File: src/rtl/reminder_pkg.sv
// Shared types, digit layout and load validation for the water-reminder countdown.
package reminder_pkg;

  typedef enum logic [1:0] {IDLE, RUN, PAUSE, ALARM} state_t;

  localparam int S0_LSB = 0;
  localparam int S1_LSB = 4;
  localparam int M0_LSB = 8;
  localparam int M1_LSB = 12;
  localparam int H0_LSB = 16;
  localparam int H1_LSB = 20;

  localparam logic [3:0] S0_MAX = 4'd9;
  localparam logic [3:0] S1_MAX = 4'd5;
  localparam logic [3:0] M0_MAX = 4'd9;
  localparam logic [3:0] M1_MAX = 4'd5;
  localparam logic [3:0] H0_MAX = 4'd9;
  localparam logic [3:0] H1_MAX = 4'd2;

  localparam logic [3:0] HOUR_MAX_TENS       = 4'd2;
  localparam logic [3:0] HOUR_MAX_UNITS_AT_2 = 4'd3;

  // True when d is a legal HH:MM:SS value no later than 23:59:59.
  function automatic logic bcd_time_valid(input logic [23:0] d);
    logic [3:0] s0, s1, m0, m1, h0, h1;
    logic       hours_ok;
    s0 = d[S0_LSB +: 4];
    s1 = d[S1_LSB +: 4];
    m0 = d[M0_LSB +: 4];
    m1 = d[M1_LSB +: 4];
    h0 = d[H0_LSB +: 4];
    h1 = d[H1_LSB +: 4];
    hours_ok = (h1 < HOUR_MAX_TENS) ||
               ((h1 == HOUR_MAX_TENS) && (h0 <= HOUR_MAX_UNITS_AT_2));
    return (s0 <= S0_MAX) && (s1 <= S1_MAX) && (m0 <= M0_MAX) &&
           (m1 <= M1_MAX) && (h0 <= H0_MAX) && hours_ok;
  endfunction

endpackage

File: src/rtl/bcd_down_digit.sv
// One BCD digit of the borrow chain: decrements when borrow_in is set, wrapping to MAX.
module bcd_down_digit #(
  parameter logic [3:0] MAX = 4'd9
) (
  input  logic [3:0] cur,
  input  logic       borrow_in,
  output logic [3:0] nxt,
  output logic       borrow_out
);

  always_comb begin
    nxt        = cur;
    borrow_out = 1'b0;
    if (borrow_in) begin
      if (cur == 4'd0) begin
        nxt        = MAX;
        borrow_out = 1'b1;
      end else begin
        nxt = cur - 4'd1;
      end
    end
  end

endmodule

File: src/rtl/reminder_countdown.sv
// HH:MM:SS BCD countdown with alarm. Define REMINDER_AUTO_RELOAD_EN to make ack
// restart the countdown from the reload value instead of returning to IDLE.
module reminder_countdown
  import reminder_pkg::*;
#(
  parameter int TICK_DIV = 50_000_000
) (
  input  logic        clk,
  input  logic        reset,
  input  logic [23:0] set_digits,
  input  logic        load,
  input  logic        start,
  input  logic        pause,
  input  logic        ack,
  output logic [23:0] count_digits,
  output logic        sec_tick,
  output logic        running,
  output logic        alarm,
  output logic        load_err
);

  localparam int             PW       = $clog2(TICK_DIV);
  localparam logic [PW-1:0]  TICK_MAX = PW'(TICK_DIV - 1);

  state_t         r_state;
  logic [23:0]    r_count;
  logic [23:0]    r_reload;
  logic [PW-1:0]  r_presc;
  logic           r_load_err;

  logic [23:0]    w_dec;
  logic [6:0]     w_borrow;
  logic           w_tick;
  logic           w_load_ok;

  assign w_borrow[0] = 1'b1;

  // Seconds-first borrow chain; borrow out of the hour tens means underflow.
  bcd_down_digit #(.MAX(S0_MAX)) u_s0 (.cur(r_count[S0_LSB +: 4]), .borrow_in(w_borrow[0]),
                                       .nxt(w_dec[S0_LSB +: 4]), .borrow_out(w_borrow[1]));
  bcd_down_digit #(.MAX(S1_MAX)) u_s1 (.cur(r_count[S1_LSB +: 4]), .borrow_in(w_borrow[1]),
                                       .nxt(w_dec[S1_LSB +: 4]), .borrow_out(w_borrow[2]));
  bcd_down_digit #(.MAX(M0_MAX)) u_m0 (.cur(r_count[M0_LSB +: 4]), .borrow_in(w_borrow[2]),
                                       .nxt(w_dec[M0_LSB +: 4]), .borrow_out(w_borrow[3]));
  bcd_down_digit #(.MAX(M1_MAX)) u_m1 (.cur(r_count[M1_LSB +: 4]), .borrow_in(w_borrow[3]),
                                       .nxt(w_dec[M1_LSB +: 4]), .borrow_out(w_borrow[4]));
  bcd_down_digit #(.MAX(H0_MAX)) u_h0 (.cur(r_count[H0_LSB +: 4]), .borrow_in(w_borrow[4]),
                                       .nxt(w_dec[H0_LSB +: 4]), .borrow_out(w_borrow[5]));
  bcd_down_digit #(.MAX(H1_MAX)) u_h1 (.cur(r_count[H1_LSB +: 4]), .borrow_in(w_borrow[5]),
                                       .nxt(w_dec[H1_LSB +: 4]), .borrow_out(w_borrow[6]));

  assign w_tick    = (r_state == RUN) && (r_presc == TICK_MAX);
  assign w_load_ok = bcd_time_valid(set_digits);

  always_ff @(posedge clk or posedge reset) begin
    if (reset) begin
      r_state    <= IDLE;
      r_count    <= '0;
      r_reload   <= '0;
      r_presc    <= '0;
      r_load_err <= 1'b0;
    end else begin
      r_load_err <= 1'b0;
      unique case (r_state)
        IDLE, PAUSE: begin
          if (load) begin
            if (w_load_ok) begin
              r_reload <= set_digits;
              r_count  <= set_digits;
              r_presc  <= '0;
            end else begin
              r_load_err <= 1'b1;
            end
          end else if (!pause && start && (r_count != 24'd0)) begin
            r_state <= RUN;
          end
        end
        RUN: begin
          // Pause freezes the prescaler so a resume finishes the partial second.
          if (pause) begin
            r_state <= PAUSE;
          end else if (w_tick) begin
            r_presc <= '0;
            if (!w_borrow[6]) begin
              r_count <= w_dec;
              if (w_dec == 24'd0) r_state <= ALARM;
            end
          end else begin
            r_presc <= r_presc + PW'(1);
          end
        end
        ALARM: begin
          r_count <= '0;
          r_presc <= '0;
          if (ack) begin
            r_count <= r_reload;
`ifdef REMINDER_AUTO_RELOAD_EN
            r_state <= (r_reload != 24'd0) ? RUN : IDLE;
`else
            r_state <= IDLE;
`endif
          end
        end
        default: r_state <= IDLE;
      endcase
    end
  end

  assign count_digits = r_count;
  assign sec_tick     = w_tick;
  assign running      = (r_state == RUN);
  assign alarm        = (r_state == ALARM);
  assign load_err     = r_load_err;

endmodule

File: config.mk
export PLATFORM = sky130hd
export DESIGN_NAME = reminder_countdown
export DESIGN_NICKNAME = d
export VERILOG_FILES = /design/src/rtl/reminder_pkg.sv /design/src/rtl/bcd_down_digit.sv /design/src/rtl/reminder_countdown.sv
export SDC_FILE = /design/constraint.sdc
export NUM_CORES = 1
export LEC_CHECK = 0
export CAP_MARGIN = 10
export CORE_AREA = 5 5 103 105
export DETAILED_ROUTE_END_ITERATION = 8
export DIE_AREA = 0 0 108 110
export GPL_TIMING_DRIVEN = 0
export PLACE_DENSITY = 0.81
export REMOVE_ABC_BUFFERS = 1
export SLEW_MARGIN = 20
export SYNTH_ARGS = -nofsm -noshare
export SYNTH_HDL_FRONTEND = slang
export SYNTH_SLANG_ARGS = --single-unit
File: constraint.sdc
create_clock -name clk -period 7.68 [get_ports clk]
set_clock_uncertainty 0.2 [all_clocks]
set_input_delay 0.768 -clock clk [delete_from_list [all_inputs] [get_ports clk]]
set_output_delay 0.768 -clock clk [all_outputs]
set_load 0.05 [all_outputs]
Word-level counts from Yosys, hierarchy flattened
Cells that the tools add are included.
- register bits: 77
- output and inout bits: 28
- logic and storage cells: 105
- add/sub/neg operators: 7
- $lt $le $gt $ge: 7
- equal/unequal tests: 16
- muxes and demuxes: 45
- reduce and logical (&&, ||, !) cells: 25
- operator list (operator ; count):
    $mux W24 ; 6
    $mux W26 ; 4
    $pmux W26 S3 ; 1
    $pmux W24 S3 ; 1
    $mux W4 ; 11
    $add A26 B1 Y26 const B ; 1
    $eq A26 B26 Y1 const B ; 1
    $logic_not A24 Y1 ; 1
    $logic_not A4 Y1 ; 6
    $reduce_bool A24 Y1 ; 1
    $sub A4 B1 Y4 const B ; 6
    $ne A2 B2 Y1 const B ; 8
    $mux W1 ; 14
    $mux W2 ; 7
    $le A4 B4 Y1 const B ; 3
    $logic_and A1 B1 Y1 ; 9
    $le A4 B3 Y1 const B ; 2
    $ne A3 B3 Y1 const B ; 2
    $pmux W2 S3 ; 1
    $reduce_and A3 Y1 ; 2
    $reduce_and A6 Y1 ; 1
    $reduce_and A5 Y1 ; 1
    $eq A2 B2 Y1 const B ; 2
    $eq A4 B2 Y1 const B ; 1
    other kinds (8) ; 8

Logic depth before layout (Yosys ltp)
- word-level depth: 13
- depth in mapped cells: 9

By module
From an unflattened synthesis, not the netlist that was laid out.
- cells, all modules: 492
- area, all modules: 4610.7 sq um
- modules (own cells, without submodules) (module ; instances ; cells each ; area each (sq um) ; sequential area each (sq um)):
    reminder_countdown ; 1 ; 426 ; 4144.0 ; 1926.8
    bcd_down_digit at u_h0 ... ; 3 ; 11 ; 78.8 ; 0.0
    bcd_down_digit at u_m1 ... ; 2 ; 9 ; 58.8 ; 0.0
    bcd_down_digit at u_h1 ; 1 ; 15 ; 112.6 ; 0.0

Worst setup path after synthesis
OpenSTA, ideal clock, no wires.
- kind: register to output
- from: register r_presc[16]
- to: output port sec_tick
- arrival: 2.179 ns
- path slack: 4.533 ns
- cell stages (with the launch flop): 6
- path through: dfrtp_1 > buf_2 > or4b_4 > nor4_2 > nand2_1 > nor2_1
- word-level cells in the longest chain between the ends: 2
- ends and longest elaborated chain (element ; line ; RTL):
    start: declaration ; reminder_countdown.sv:28 ; logic [PW-1:0] r_presc;
    start signal: assignment ; reminder_countdown.sv:89 ; r_presc <= r_presc + PW'(1);
    $eq A26 B26 Y1 ; reminder_countdown.sv:52 ; assign w_tick = (r_state == RUN) && (r_presc == TICK_MAX);
    $logic_and A1 B1 Y1 ; reminder_countdown.sv:52 ;
    end: declaration ; reminder_countdown.sv:16 ; output logic sec_tick,
Every way passes these cells.

Worst setup path after layout
- from: register r_state[0]
- to: output port running
- word-level cells in the longest chain between the ends: 1
- ends and longest elaborated chain (element ; line ; RTL):
    start: declaration ; reminder_countdown.sv:25 ; state_t r_state;
    start signal: assignment ; reminder_countdown.sv:57 ; r_state <= IDLE;
    start signal: assignment ; reminder_countdown.sv:75 ; r_state <= RUN;
    start signal: assignment ; reminder_countdown.sv:81 ; r_state <= PAUSE;
    $eq A2 B1 Y1 ; reminder_countdown.sv:111 ; assign running = (r_state == RUN);
    end: declaration ; reminder_countdown.sv:17 ; output logic running,
Every way passes these cells.

==> impl_results.md <==
* First-pass GRT wire length at 22.0 mm
* Core area at 9550 um2
* Post-route cell area at 5590 um2
* Die height at between 100 and 150 um
* Ports at 58
* Sequential Power Share at 35.9%
* CP arrival at between 3000 and 4000 ps
* Via count at 4507
* IO buf count at 57
* Most used DFF post-synth: dfrtp_1
* Outcome: complete, no violations
* Least-Margin Pin Slew at 885 ps
* Root buf cell: clkbuf_8
* Post-Syn Instances at 495
* Synth Warn # at 0
* Peak VDD IR at roughly 0.00025 V
* Tot GR Track Use at 23.3%
* Setup crit start kind: flop
* DP Wirelength at 9.35 mm
* Die footprint at 11900 um2
* Fmax at 246 MHz
* Clk sink count at 77
* Remaining Overflow, GRT at 0
* Required @ worst endpoint at 6710 ps
* Layout fillers at 842
* Final Cycle Share at a little over half
* Max-slew violation count at 0
* Post-DRT Antenna Nets at 0
* Multi-input logic area at 2610 um2
* Internal Power at 880 uW
* Starting Density at between 40% and 50%
* Placed Area at 5420 um2
* Initial DRC count at 323
* Crit-path max FO at 32
* P_leak at 2.22 nW
* Worst-path clk slew at 80 ps
* Die W at roughly 110 um
* Clock power frac at 16.4%
* Initial antenna violation count at 0
* Post-CTS setup buffer count at 0
* Sequential-to-total area share from yosys stat at about two fifths
* Placer Congestion at 0.937
* Final Hold Viols at 0
* Residual DRC at 0
* Hold-fix buffers, CTS at 0
* Final setup viols at 0
* Share of layout cells above drive strength 1 at between 8 and 9%
* TNS Setup at 0 ps
* Vias in the first global route at between 4000 and 5000
* Setup crit end kind: output pin
* Synthesized area at 4700 um2
* Iteration count of the initial detailed-routing pass at 5
* Layout area overhead at 18.9%
* Cts repair resizes at 0
* Worst-Skew Late Latency at between 300 and 400 ps
* Routed len/inst at between 15 and 20 um
* H-tree levels at 3
* Unrepaired setup endpoints after global routing: no
* Tmin final at between 4000 and 5000 ps
* CTS buffer count at 9
* P per Cell Area at roughly 300 nW/um2
* Layout Nets at 574
* Total net switching power at ~800 uW
* Crit Path Class: flop to output pin
* N_diodes at 0
* Ys async rst share at 100%
* Total Wirelength at 13.5 mm
* Longest Clk Path Bufs at 2
* FF/Latch Area at 1930 um2
* HP Class: flop to flop
* Syn Area/Cell at 9.49 um2
* Slew headroom at 40.5%
* Number of synthesized register bits at 77
* Hold_ws at approximately 290 ps
* Core Util, Final at between 50% and 60%
* Row count at 36
* CTS tree: done
* Sw Ratio at 47.6%
* Synth unique cells at 67
* EDFF count, synth at 0
* Largest net degree at the start of global routing at 59
* Combinational share of power at 47.7%
* MaxCap Viol Count at 0
* Vias/cell at 6.67
-- stage by stage --
stage          power (mW)  setup WS, ps  std cells
2_1_floorplan        1.11          3340        464
3_3_place_gp         1.36           903        654
3_5_place_dp         1.40          3320        661
4_1_cts              1.68          3240        676
5_1_grt              1.77          3500        676
6_report             1.68          3620        676
-- cell usage in the layout (no fill, tap or decap), types with 7 or more instances in the layout --
cell             count
o22ai_1              9
o21ai_1              8
a21oi_1             24
nand2_1             32
nand3_1             20
o211ai_1             8
nor4_1              15
and3_1               7
mux2_1              22
a211oi_1            11
inv_1               12
clkbuf_8            10
nor3_1              13
a221oi_1             8
clkdlybuf4s50_1     57
or3_1                7
o31ai_1             21
dfrtp_1             77
o21ai_0             18
nand4_1             10
or4_1               17
nor2_1              24
-- final cells by class --
cell class / count / area share, %
clock buffer: 11 / 2.53
clock inverter: 4 / 0.448
inverter: 16 / 1.12
multi-input combinational: 371 / 46.8
sequential: 77 / 34.5
tap: 133 / 2.98
timing repair buffer: 64 / 11.7
-- final timing paths --
check                      slack (ps)  depth (start not counted)       startpoint              end
setup / recovery                 3620                          3       r_state[0]          running
hold / removal                    290                          1      r_reload[4]      r_reload[4]
setup reg to reg                 3760                          7  count_digits[0]  count_digits[1]
hold reg to reg                   290                          1      r_reload[4]      r_reload[4]
max in group asynchronous        6200                          3            reset     r_reload[23]
min in group asynchronous         510                          2            reset      r_presc[22]
-- power groups by stage --
stage / logic [mW] / clock network, mW / registers, mW
floorplan: 0.349 / 0 / 0.764
global placement: 0.763 / 0 / 0.599
detailed placement: 0.793 / 0 / 0.606
CTS: 0.796 / 0.282 / 0.600
global route: 0.851 / 0.300 / 0.618
finish: 0.801 / 0.276 / 0.604
-- Yosys cell counts, drive strengths merged (9+ instances only) --
cell | n | area, um2
nor2 | 25 | 93.8
inv | 16 | 60.1
o31ai | 21 | 158
mux2 | 25 | 282
a211oi | 11 | 82.6
dfrtp | 77 | 1930
or4 | 18 | 139
nor4 | 19 | 146
a21oi | 25 | 129
o22ai | 9 | 56.3
clkbuf | 26 | 97.6
nand4 | 10 | 62.6
nand3 | 20 | 100
nand2 | 33 | 124
nor3 | 13 | 65.1
o21ai | 27 | 146
-- cell families (layout without fill, tap and decap cells) --
group	after synthesis	in the layout	synth area share, %
simple gates	179	179	22.1
compound gates	156	156	24.4
flops	77	77	41.0
buf+inv	47	95	3.86
mux	30	30	7.06
fa+ha+maj	5	5	1.33
xor+xnor	1	1	0.187
-- registers in the layout (all words and copies together), names as in the netlist --
signal / count
count_digits: 24
r_state: 2
r_reload: 24
r_presc: 26
load_err: 1
-- critical path, cell delays in order (launching register included) --
cell and delay, ps:
dfrtp_1 690, nand2_2 550, inv_2 580, clkdlybuf4s50_1 900
-- per-layer routing --
layer	global-route usage [%]	vias to the layer above	share of wire, %
li1	-	2039	-
met1	28.9	2188	40
met2	38.1	229	49
met3	5.42	51	7.1
met4	12.1	0	3.8
met5	0	-	0
Note: power is estimated with default switching activity, not from simulation.
